File: src/rtl/recip_gate_ctrl.sv
// Reciprocal-counter sequencer: edge-synchronous gate, coarse/event counting, fine-code merge.
// Result registered in the stop-edge cycle (valid one cycle later); held until ack, no backpressure upstream.
module recip_gate_ctrl #(
  parameter int COARSE_W = 29,
  parameter int TMO_W    = 24
) (
  input  logic                  clk,
  input  logic                  reset,
  input  logic                  start,
  input  logic                  abort,
  input  logic [31:0]           gate_cycles,
  input  logic                  sig_edge,
  input  logic [2:0]            fine_code,
  output logic                  busy,
  output logic                  result_valid,
  input  logic                  result_ack,
  output logic                  timeout,
  output logic                  overflow,
  output logic [COARSE_W-1:0]   coarse_count,
  output logic [31:0]           evt_count,
  output logic [COARSE_W+2:0]   final_count
);

  localparam int FW = COARSE_W + 3;

  typedef enum logic [2:0] {
    S_IDLE,
    S_ARM,
    S_GATE,
    S_WAIT,
    S_DONE
  } state_e;

  state_e                state_q, state_d;
  logic [31:0]           gate_len_q, gate_len_d;
  logic [31:0]           timer_q, timer_d;
  logic [TMO_W-1:0]      tmo_q, tmo_d;
  logic [COARSE_W-1:0]   coarse_q, coarse_d;
  logic [31:0]           evt_q, evt_d;
  logic [FW-1:0]         final_q, final_d;
  logic [2:0]            fine_start_q, fine_start_d;
  logic                  timeout_q, timeout_d;
  logic                  overflow_q, overflow_d;

  logic                  coarse_sat;
  logic [COARSE_W-1:0]   coarse_inc;
  logic [31:0]           evt_inc;
  logic [FW-1:0]         stop_final;

  always_comb begin
    state_d      = state_q;
    gate_len_d   = gate_len_q;
    timer_d      = timer_q;
    tmo_d        = tmo_q;
    coarse_d     = coarse_q;
    evt_d        = evt_q;
    final_d      = final_q;
    fine_start_d = fine_start_q;
    timeout_d    = timeout_q;
    overflow_d   = overflow_q;

    coarse_sat = (coarse_q == '1);
    coarse_inc = coarse_sat ? coarse_q : coarse_q + COARSE_W'(1);
    evt_inc    = sig_edge ? evt_q + 32'd1 : evt_q;
    // Uses the post-increment coarse so the stop-edge cycle itself is included.
    stop_final = {coarse_inc, 3'b000} + FW'(fine_start_q) - FW'(fine_code);

    case (state_q)
      S_IDLE: begin
        if (start) begin
          state_d      = S_ARM;
          gate_len_d   = (gate_cycles == 32'd0) ? 32'd1 : gate_cycles;
          tmo_d        = '0;
          coarse_d     = '0;
          evt_d        = '0;
          final_d      = '0;
          fine_start_d = '0;
          timeout_d    = 1'b0;
          overflow_d   = 1'b0;
        end
      end
      S_ARM: begin
        if (sig_edge) begin
          state_d      = S_GATE;
          fine_start_d = fine_code;
          coarse_d     = '0;
          evt_d        = '0;
          timer_d      = gate_len_q;
        end else if (tmo_q == '1) begin
          state_d   = S_DONE;
          timeout_d = 1'b1;
          final_d   = '0;
        end else begin
          tmo_d = tmo_q + TMO_W'(1);
        end
      end
      S_GATE: begin
        coarse_d   = coarse_inc;
        overflow_d = overflow_q | coarse_sat;
        evt_d      = evt_inc;
        if (timer_q <= 32'd1) begin
          state_d = S_WAIT;
          tmo_d   = '0;
        end else begin
          timer_d = timer_q - 32'd1;
        end
      end
      S_WAIT: begin
        if (sig_edge) begin
          state_d    = S_DONE;
          coarse_d   = coarse_inc;
          overflow_d = overflow_q | coarse_sat;
          evt_d      = evt_inc;
          final_d    = stop_final;
        end else if (tmo_q == '1) begin
          // Counters freeze at their current values on timeout.
          state_d   = S_DONE;
          timeout_d = 1'b1;
          final_d   = '0;
        end else begin
          coarse_d   = coarse_inc;
          overflow_d = overflow_q | coarse_sat;
          tmo_d      = tmo_q + TMO_W'(1);
        end
      end
      S_DONE: begin
        if (result_ack) state_d = S_IDLE;
      end
      default: state_d = S_IDLE;
    endcase

    if (abort) begin
      state_d    = S_IDLE;
      coarse_d   = '0;
      evt_d      = '0;
      final_d    = '0;
      timeout_d  = 1'b0;
      overflow_d = 1'b0;
    end
  end

  always_ff @(posedge clk or posedge reset) begin
    if (reset) begin
      state_q      <= S_IDLE;
      gate_len_q   <= '0;
      timer_q      <= '0;
      tmo_q        <= '0;
      coarse_q     <= '0;
      evt_q        <= '0;
      final_q      <= '0;
      fine_start_q <= '0;
      timeout_q    <= 1'b0;
      overflow_q   <= 1'b0;
    end else begin
      state_q      <= state_d;
      gate_len_q   <= gate_len_d;
      timer_q      <= timer_d;
      tmo_q        <= tmo_d;
      coarse_q     <= coarse_d;
      evt_q        <= evt_d;
      final_q      <= final_d;
      fine_start_q <= fine_start_d;
      timeout_q    <= timeout_d;
      overflow_q   <= overflow_d;
    end
  end

  assign busy         = (state_q != S_IDLE);
  assign result_valid = (state_q == S_DONE);
  assign timeout      = timeout_q;
  assign overflow     = overflow_q;
  assign coarse_count = coarse_q;
  assign evt_count    = evt_q;
  assign final_count  = final_q;

endmodule

File: config.mk
export PLATFORM = sky130hd
export DESIGN_NAME = recip_gate_ctrl
export DESIGN_NICKNAME = d
export VERILOG_FILES = /design/src/rtl/recip_gate_ctrl.sv
export SDC_FILE = /design/constraint.sdc
export NUM_CORES = 1
export LEC_CHECK = 0
export ABC_AREA = 1
export ABC_CLOCK_PERIOD_IN_PS = 12300
export CORE_UTILIZATION = 45
export DETAILED_ROUTE_END_ITERATION = 16
export PLACE_DENSITY_LB_ADDON = 0.3
export SLEW_MARGIN = 20
export SYNTH_ARGS = -nofsm -noshare
export SYNTH_HDL_FRONTEND = slang
export SYNTH_SLANG_ARGS = --single-unit
File: constraint.sdc
create_clock -name clk -period 12.3 [get_ports clk]
set_clock_uncertainty 0.1 [all_clocks]
set_input_delay 2.46 -clock clk [delete_from_list [all_inputs] [get_ports clk]]
set_output_delay 2.46 -clock clk [all_outputs]
set_load 0.02 [all_outputs]
---- After elaboration in Yosys (flattened, before gate mapping) ----
Cells that the tools add are included.
storage, ports and cells
  flip-flop bits (word level) ............. 189
  input bits .............................. 41
operators by class
  add/sub/neg operators ................... 6
  magnitude comparators ................... 1
  eq/ne operators ......................... 21
  multiplexer cells ....................... 47
  bitwise gates (word level) .............. 1
  reductions and logical operators ........ 21
operators with widths
  cell                                                                                count
  32-bit two-way mux                                                                  12
  29-bit two-way mux                                                                  6
  32-bit case mux with 4 select lines                                                 1
  29-bit case mux with 4 select lines                                                 1
  24-bit two-way mux                                                                  4
  32-bit case mux with 3 select lines                                                 1
  24-bit case mux with 3 select lines                                                 1
  32-bit case mux with 2 select lines                                                 1
  32-bit by 1-bit adder with 32-bit output (second input constant)                    1
  32-bit by 3-bit adder with 32-bit output                                            1
  32-bit by 1-bit less-or-equal comparator with 1-bit output (second input constant)  1
  32-bit logical NOT                                                                  1
  32-bit by 1-bit subtractor with 32-bit output (second input constant)               1
  32-bit by 3-bit subtractor with 32-bit output                                       1
  29-bit by 1-bit adder with 29-bit output (second input constant)                    1
  29-bit equality test (second input constant)                                        1
  3-bit two-way mux                                                                   9
  24-bit by 1-bit adder with 24-bit output (second input constant)                    1
  24-bit equality test (second input constant)                                        1
  3-bit != test (second input constant)                                               6
  3-bit case mux with 5 select lines                                                  1
  3-bit AND reduction                                                                 5
  2-bit != test (second input constant)                                               6
  4-bit AND reduction                                                                 3
  19 further kinds                                                                    30

---- Logic depth before layout (Yosys ltp) ----
  depth in word-level cells ............... 7
  gate-level depth with buffers ........... 20
  mapped depth without buffers ............ 20

---- Worst setup path after synthesis ----
OpenSTA, ideal clock, no wires.
  kind .................................... input to register
  start point ............................. input fine_code[0]
  end point ............................... register final_q[20] (netlist: final_count[20])
  library setup time ...................... 0.117 ns
  arrival time ............................ 4.112 ns
  required time ........................... 12.083 ns
  setup slack ............................. 7.971 ns
  stages .................................. 15
  path buffers ............................ 0
  cell sequence ........................... ha_1 -> inv_1 -> fa_1 -> a21oi_1 -> nand3_2 -> nor2_2 -> nand2_2 -> nor2_4 -> nand2_1 -> a21oi_1 -> o21ai_1 -> nand2_1 -> nand2_1 -> nand2_1 -> nand2_1
between the ends
  cells in the longest elaborated chain, start to end .. 4
ends and longest elaborated chain
  item                                           RTL line  source
  start, declared                                13        input logic [2:0] fine_code,
  32-bit by 3-bit subtractor with 32-bit output  66        stop_final = {coarse_inc, 3'b000} + FW'(fine_start_q) - FW'(fine_code);
  32-bit two-way mux                             109       if (sig_edge) begin
  32-bit case mux with 3 select lines            68        case (state_q)
  32-bit two-way mux                             132       if (abort) begin
  end signal, assigned                           161       final_q <= final_d;
  end, declared                                  40        logic [FW-1:0] final_q, final_d;
Every way passes these cells.
A chain may end at the register's enable or synchronous reset.

---- Final worst setup path ----
  start point ............................. input sig_edge
  end point ............................... register coarse_q[5] (netlist: coarse_count[5])
between the ends
  cells in the longest elaborated chain, start to end .. 3
  elaborated cells between the ends (all ways) .. 6
ends and longest elaborated chain
  item                                 RTL line  source
  start, declared                      12        input logic sig_edge,
  29-bit two-way mux                   109
  29-bit case mux with 4 select lines  68
  29-bit two-way mux                   132
  end signal, assigned                 159       coarse_q <= coarse_d;
  end, declared                        38        logic [COARSE_W-1:0] coarse_q, coarse_d;
Several ways; a longest one is shown, not always the timed one.

==> impl_metrics.yaml <==
worst_setup_path:
  required_ns: 12.54
  critPathMaxStageDelay_ns: 1.12
  r2r_slack_ns: 8.45
  path_max_fanout: 38
  critical-path-top-delay-family: "buffers and inverters"
  path_class: "in2reg"
  crit_arrival_ns: 6.79
  path_buf_inv: 4
  slowest_stage: "clkinv_1"
  r2r-end: "timer_q[9]$_DFFE_PP0P_"
  reg2reg_from: "state_q[2]$_DFFE_PP0P_"
  crit_path_frequent_cell: "nand2_1"
  crit_path_end_kind: "flip-flop"
  reg2regPathDepth: 10
  setup.worst_path.start: "sig_edge"
  worstPathCellList: "clkdlybuf4s50_1 -> clkinv_1 -> nand2_1 -> nand3_1 -> nand2_1 -> inv_1 -> a31oi_2 -> buf_4 -> nand2_1 -> o22ai_1"
  start_kind: "input port"
timing:
  setup_viol: 0
  hold_viol_final: 0
  setup_tns_ns: 0
  relSlewSlack: 0.272
  fmax_mhz: 153
  hold_ws_ns: 0.373
  tightest_slew_ns: 1.08
  finalCritPeriodShare: 0.533
  finalCriticalPeriod_ns: 6.55
  setup_slack_ns: 5.75
  drv_slew: 0
  rsz0062_at_grt: "false"
grt:
  grt_overflow_total: 0
  grt_pass1_wl_microns: 55500
  gr-usage-all-layers: 0.262
  grt_max_degree: 120
  grt_pass1_vias: 11000
  antenna_found_initial: 0
detailed_routing:
  via_count: 11700
  avgViaCountPerCell: 5.51
  ant_nets: 0
  drt_iter0_markers: 912
  routed_wl_microns: 34300
  drt_pass1_iterations: 5
  wl_per_cell_microns: 16.1
  route.detailed.drc: 0
pwr:
  pwr_density_cell_nw_per_um2: 139
  power.total_mw: 1.94
  irDropWorstVdd_v: 0.0000941
  p_leak_nw: 6.21
synth:
  postSynth.asyncResetShare: 1.00
  ys_types: 51
  synthMuxAreaShare: 0.0210
  synth_xor_area_frac: 0.0200
  ys_seq_area_frac: 0.401
  synthAdderAreaFrac: 0.0102
  netlist_area_sq_um: 11800
  syn-mean-instance-area_sq_um: 7.03
  yosys.area_share.simple: 0.335
  yosys_most_used_dff: "dfrtp_1"
  yosys_warnings: 0
  postSynthRegisterBits: 189
  synth_top_family_by_area: "simple AND/OR/NAND/NOR gates"
  syn_inst: 1677
  synth_compound_area_frac: 0.133
  synth_fp_nets: 1727
  synth_enable_flop_cells: 0
clocking:
  cts_tree: "done"
  cts_setup_buffers: 0
  clk_pin_slew_ns: 0.08
  ctsLongestPathBuffers: 2
  ctsResizeCount: 0
  htreeDepth: 4
  hold_buffers: 0
  cts_root_buf: "clkbuf_16"
  insertion_delay_ns: 0.45
  cts_buffers: 17
  cts.sinks: 189
place:
  dp.cells: 2098
  place_hpwl_microns: 24700
  placed_area_sq_um: 13400
  port_buffers: 137
  place_ws_ns: 5.78
  routabilityCongestion: 0.964
floorplan:
  fp.dieH_microns: 164
  fp-row-count: 58
  start_util: 0.463
  die-area_sq_um: 26900
  coreArea_sq_um: 25500
  die_x_microns: 164
  ios: 138
hold_path:
  hp-class: "reg2reg"
  hold_end: "gate_len_q[29]$_DFFE_PP0P_"
  hold_path_depth: 2
  min-delay-start: "gate_len_q[29]$_DFFE_PP0P_"
finish:
  drive_above_1_share: 0.0572
  nets: 1837
  area.sequential_sq_um: 4730
  fin_area_sq_um: 14000
  fillers: 2445
  final_util: 0.550
  multi_input_area_sq_um: 6130
  instances_no_fill: 2131
  area_delta_synth_final_pct: 18.8
outcome:
  status: "finished, final reports clean"
run:
  drv_cap: 0
[worst max-delay path by stage]
stage                                         to  slack (ns)  depth (start not counted)
finish               coarse_count[5]$_DFFE_PP0P_        5.75                         10
global route        coarse_count[24]$_DFFE_PP0P_        5.40                         10
CTS                  coarse_count[2]$_DFFE_PP0P_        6.24                         10
detailed placement   coarse_count[2]$_DFFE_PP0P_        5.78                         10
global placement    coarse_count[28]$_DFFE_PP0P_        5.86                         10
floorplan            coarse_count[0]$_DFFE_PP0P_        4.60                          1
[power by group]
| part | internal (mW) | leakage (nW) | switching [mW] |
|---|---|---|---|
| Sequential | 0.733 | 2.51 | 0.0849 |
| Clock | 0.291 | 0.288 | 0.285 |
| Combinational | 0.184 | 3.41 | 0.365 |
| Total | 1.21 | 6.21 | 0.736 |
[logic make-up after synthesis]
kind of cell / Yosys count
compound gates: 276
simple gates: 912
mux: 22
flops: 189
fa+ha+maj: 9
xor+xnor: 27
buf+inv: 242
[synthesized netlist by cell type (5+ instances only)]
master    instances  share of area
o21ai_0          97          0.041
nor3_1           31          0.013
inv_1           182          0.058
inv_2             5         0.0016
dfrtp_1         189           0.40
xor2_1           23          0.017
o31ai_1           6         0.0038
mux2_2           22          0.021
nor3b_1           7         0.0045
buf_2             9         0.0038
nor2_2           13         0.0069
a31oi_1          12         0.0064
clkbuf_1         37          0.012
nor4_1           16         0.0085
nor2_4            5         0.0048
a21oi_1          85          0.036
ha_1              8         0.0085
o22ai_1          33          0.017
o21a_1            6         0.0038
nand3_1         135          0.057
o21ai_1          10         0.0042
nand2_1         470           0.15
nand4_1          30          0.016
nor2_1          189          0.060
[cell usage in the layout, fill, tap and decap left out, types with 4 or more instances in the layout]
| cell | count |
|---|---|
| a21oi_1 | 85 |
| a22oi_1 | 4 |
| a31oi_1 | 11 |
| buf_4 | 6 |
| clkbuf_16 | 17 |
| clkdlybuf4s50_1 | 137 |
| clkinv_1 | 4 |
| dfrtp_1 | 189 |
| ha_1 | 8 |
| inv_1 | 180 |
| inv_2 | 5 |
| inv_8 | 5 |
| mux2_2 | 22 |
| nand2_1 | 469 |
| nand2_2 | 5 |
| nand3_1 | 135 |
| nand4_1 | 30 |
| nor2_1 | 189 |
| nor2_2 | 13 |
| nor2_4 | 5 |
| nor3_1 | 31 |
| nor3b_1 | 7 |
| nor4_1 | 16 |
| o211ai_1 | 4 |
| o21a_1 | 6 |
| o21ai_0 | 97 |
| o21ai_1 | 10 |
| o22ai_1 | 33 |
| o31ai_1 | 6 |
| xnor2_1 | 4 |
| xor2_1 | 23 |
[cell type report]
type                       instances  area share
timing repair buffer             143       0.101
clock inverter                    15      0.0125
multi-input combinational       1246       0.437
tap                              330      0.0295
inverter                         190      0.0514
sequential                       189       0.338
antenna                            1    0.000179
clock buffer                      17      0.0304
[layer usage]
metal | global-route usage | wire length [microns] | vias up
met2 | 0.424 | 16100 | 373
met5 | 0 | 0 | -
met3 | 0.0477 | 2120 | 58
met4 | 0.0888 | 917 | 0
li1 | - | - | 5746
met1 | 0.352 | 15200 | 5561
[sequential cells by signal, indices dropped and copies added, names as in the netlist]
register / flops
coarse_count: 29
timer_q: 32
tmo_q: 24
fine_start_q: 3
overflow: 1
timeout: 1
evt_count: 32
gate_len_q: 32
state_q: 3
final_count: 32
[worst register-to-register path, cell delays in order (launching register included)]
cell and delay [ns]:
dfrtp_1 0.41, inv_2 0.10, nand2_1 0.18, nor2_1 0.82
inv_1 0.53, nor2_1 0.33, inv_1 0.20, nand2_1 0.11
buf_4 0.45, o21ai_0 0.21, mux2_2 0.30
(Power assumes the default switching activity.)
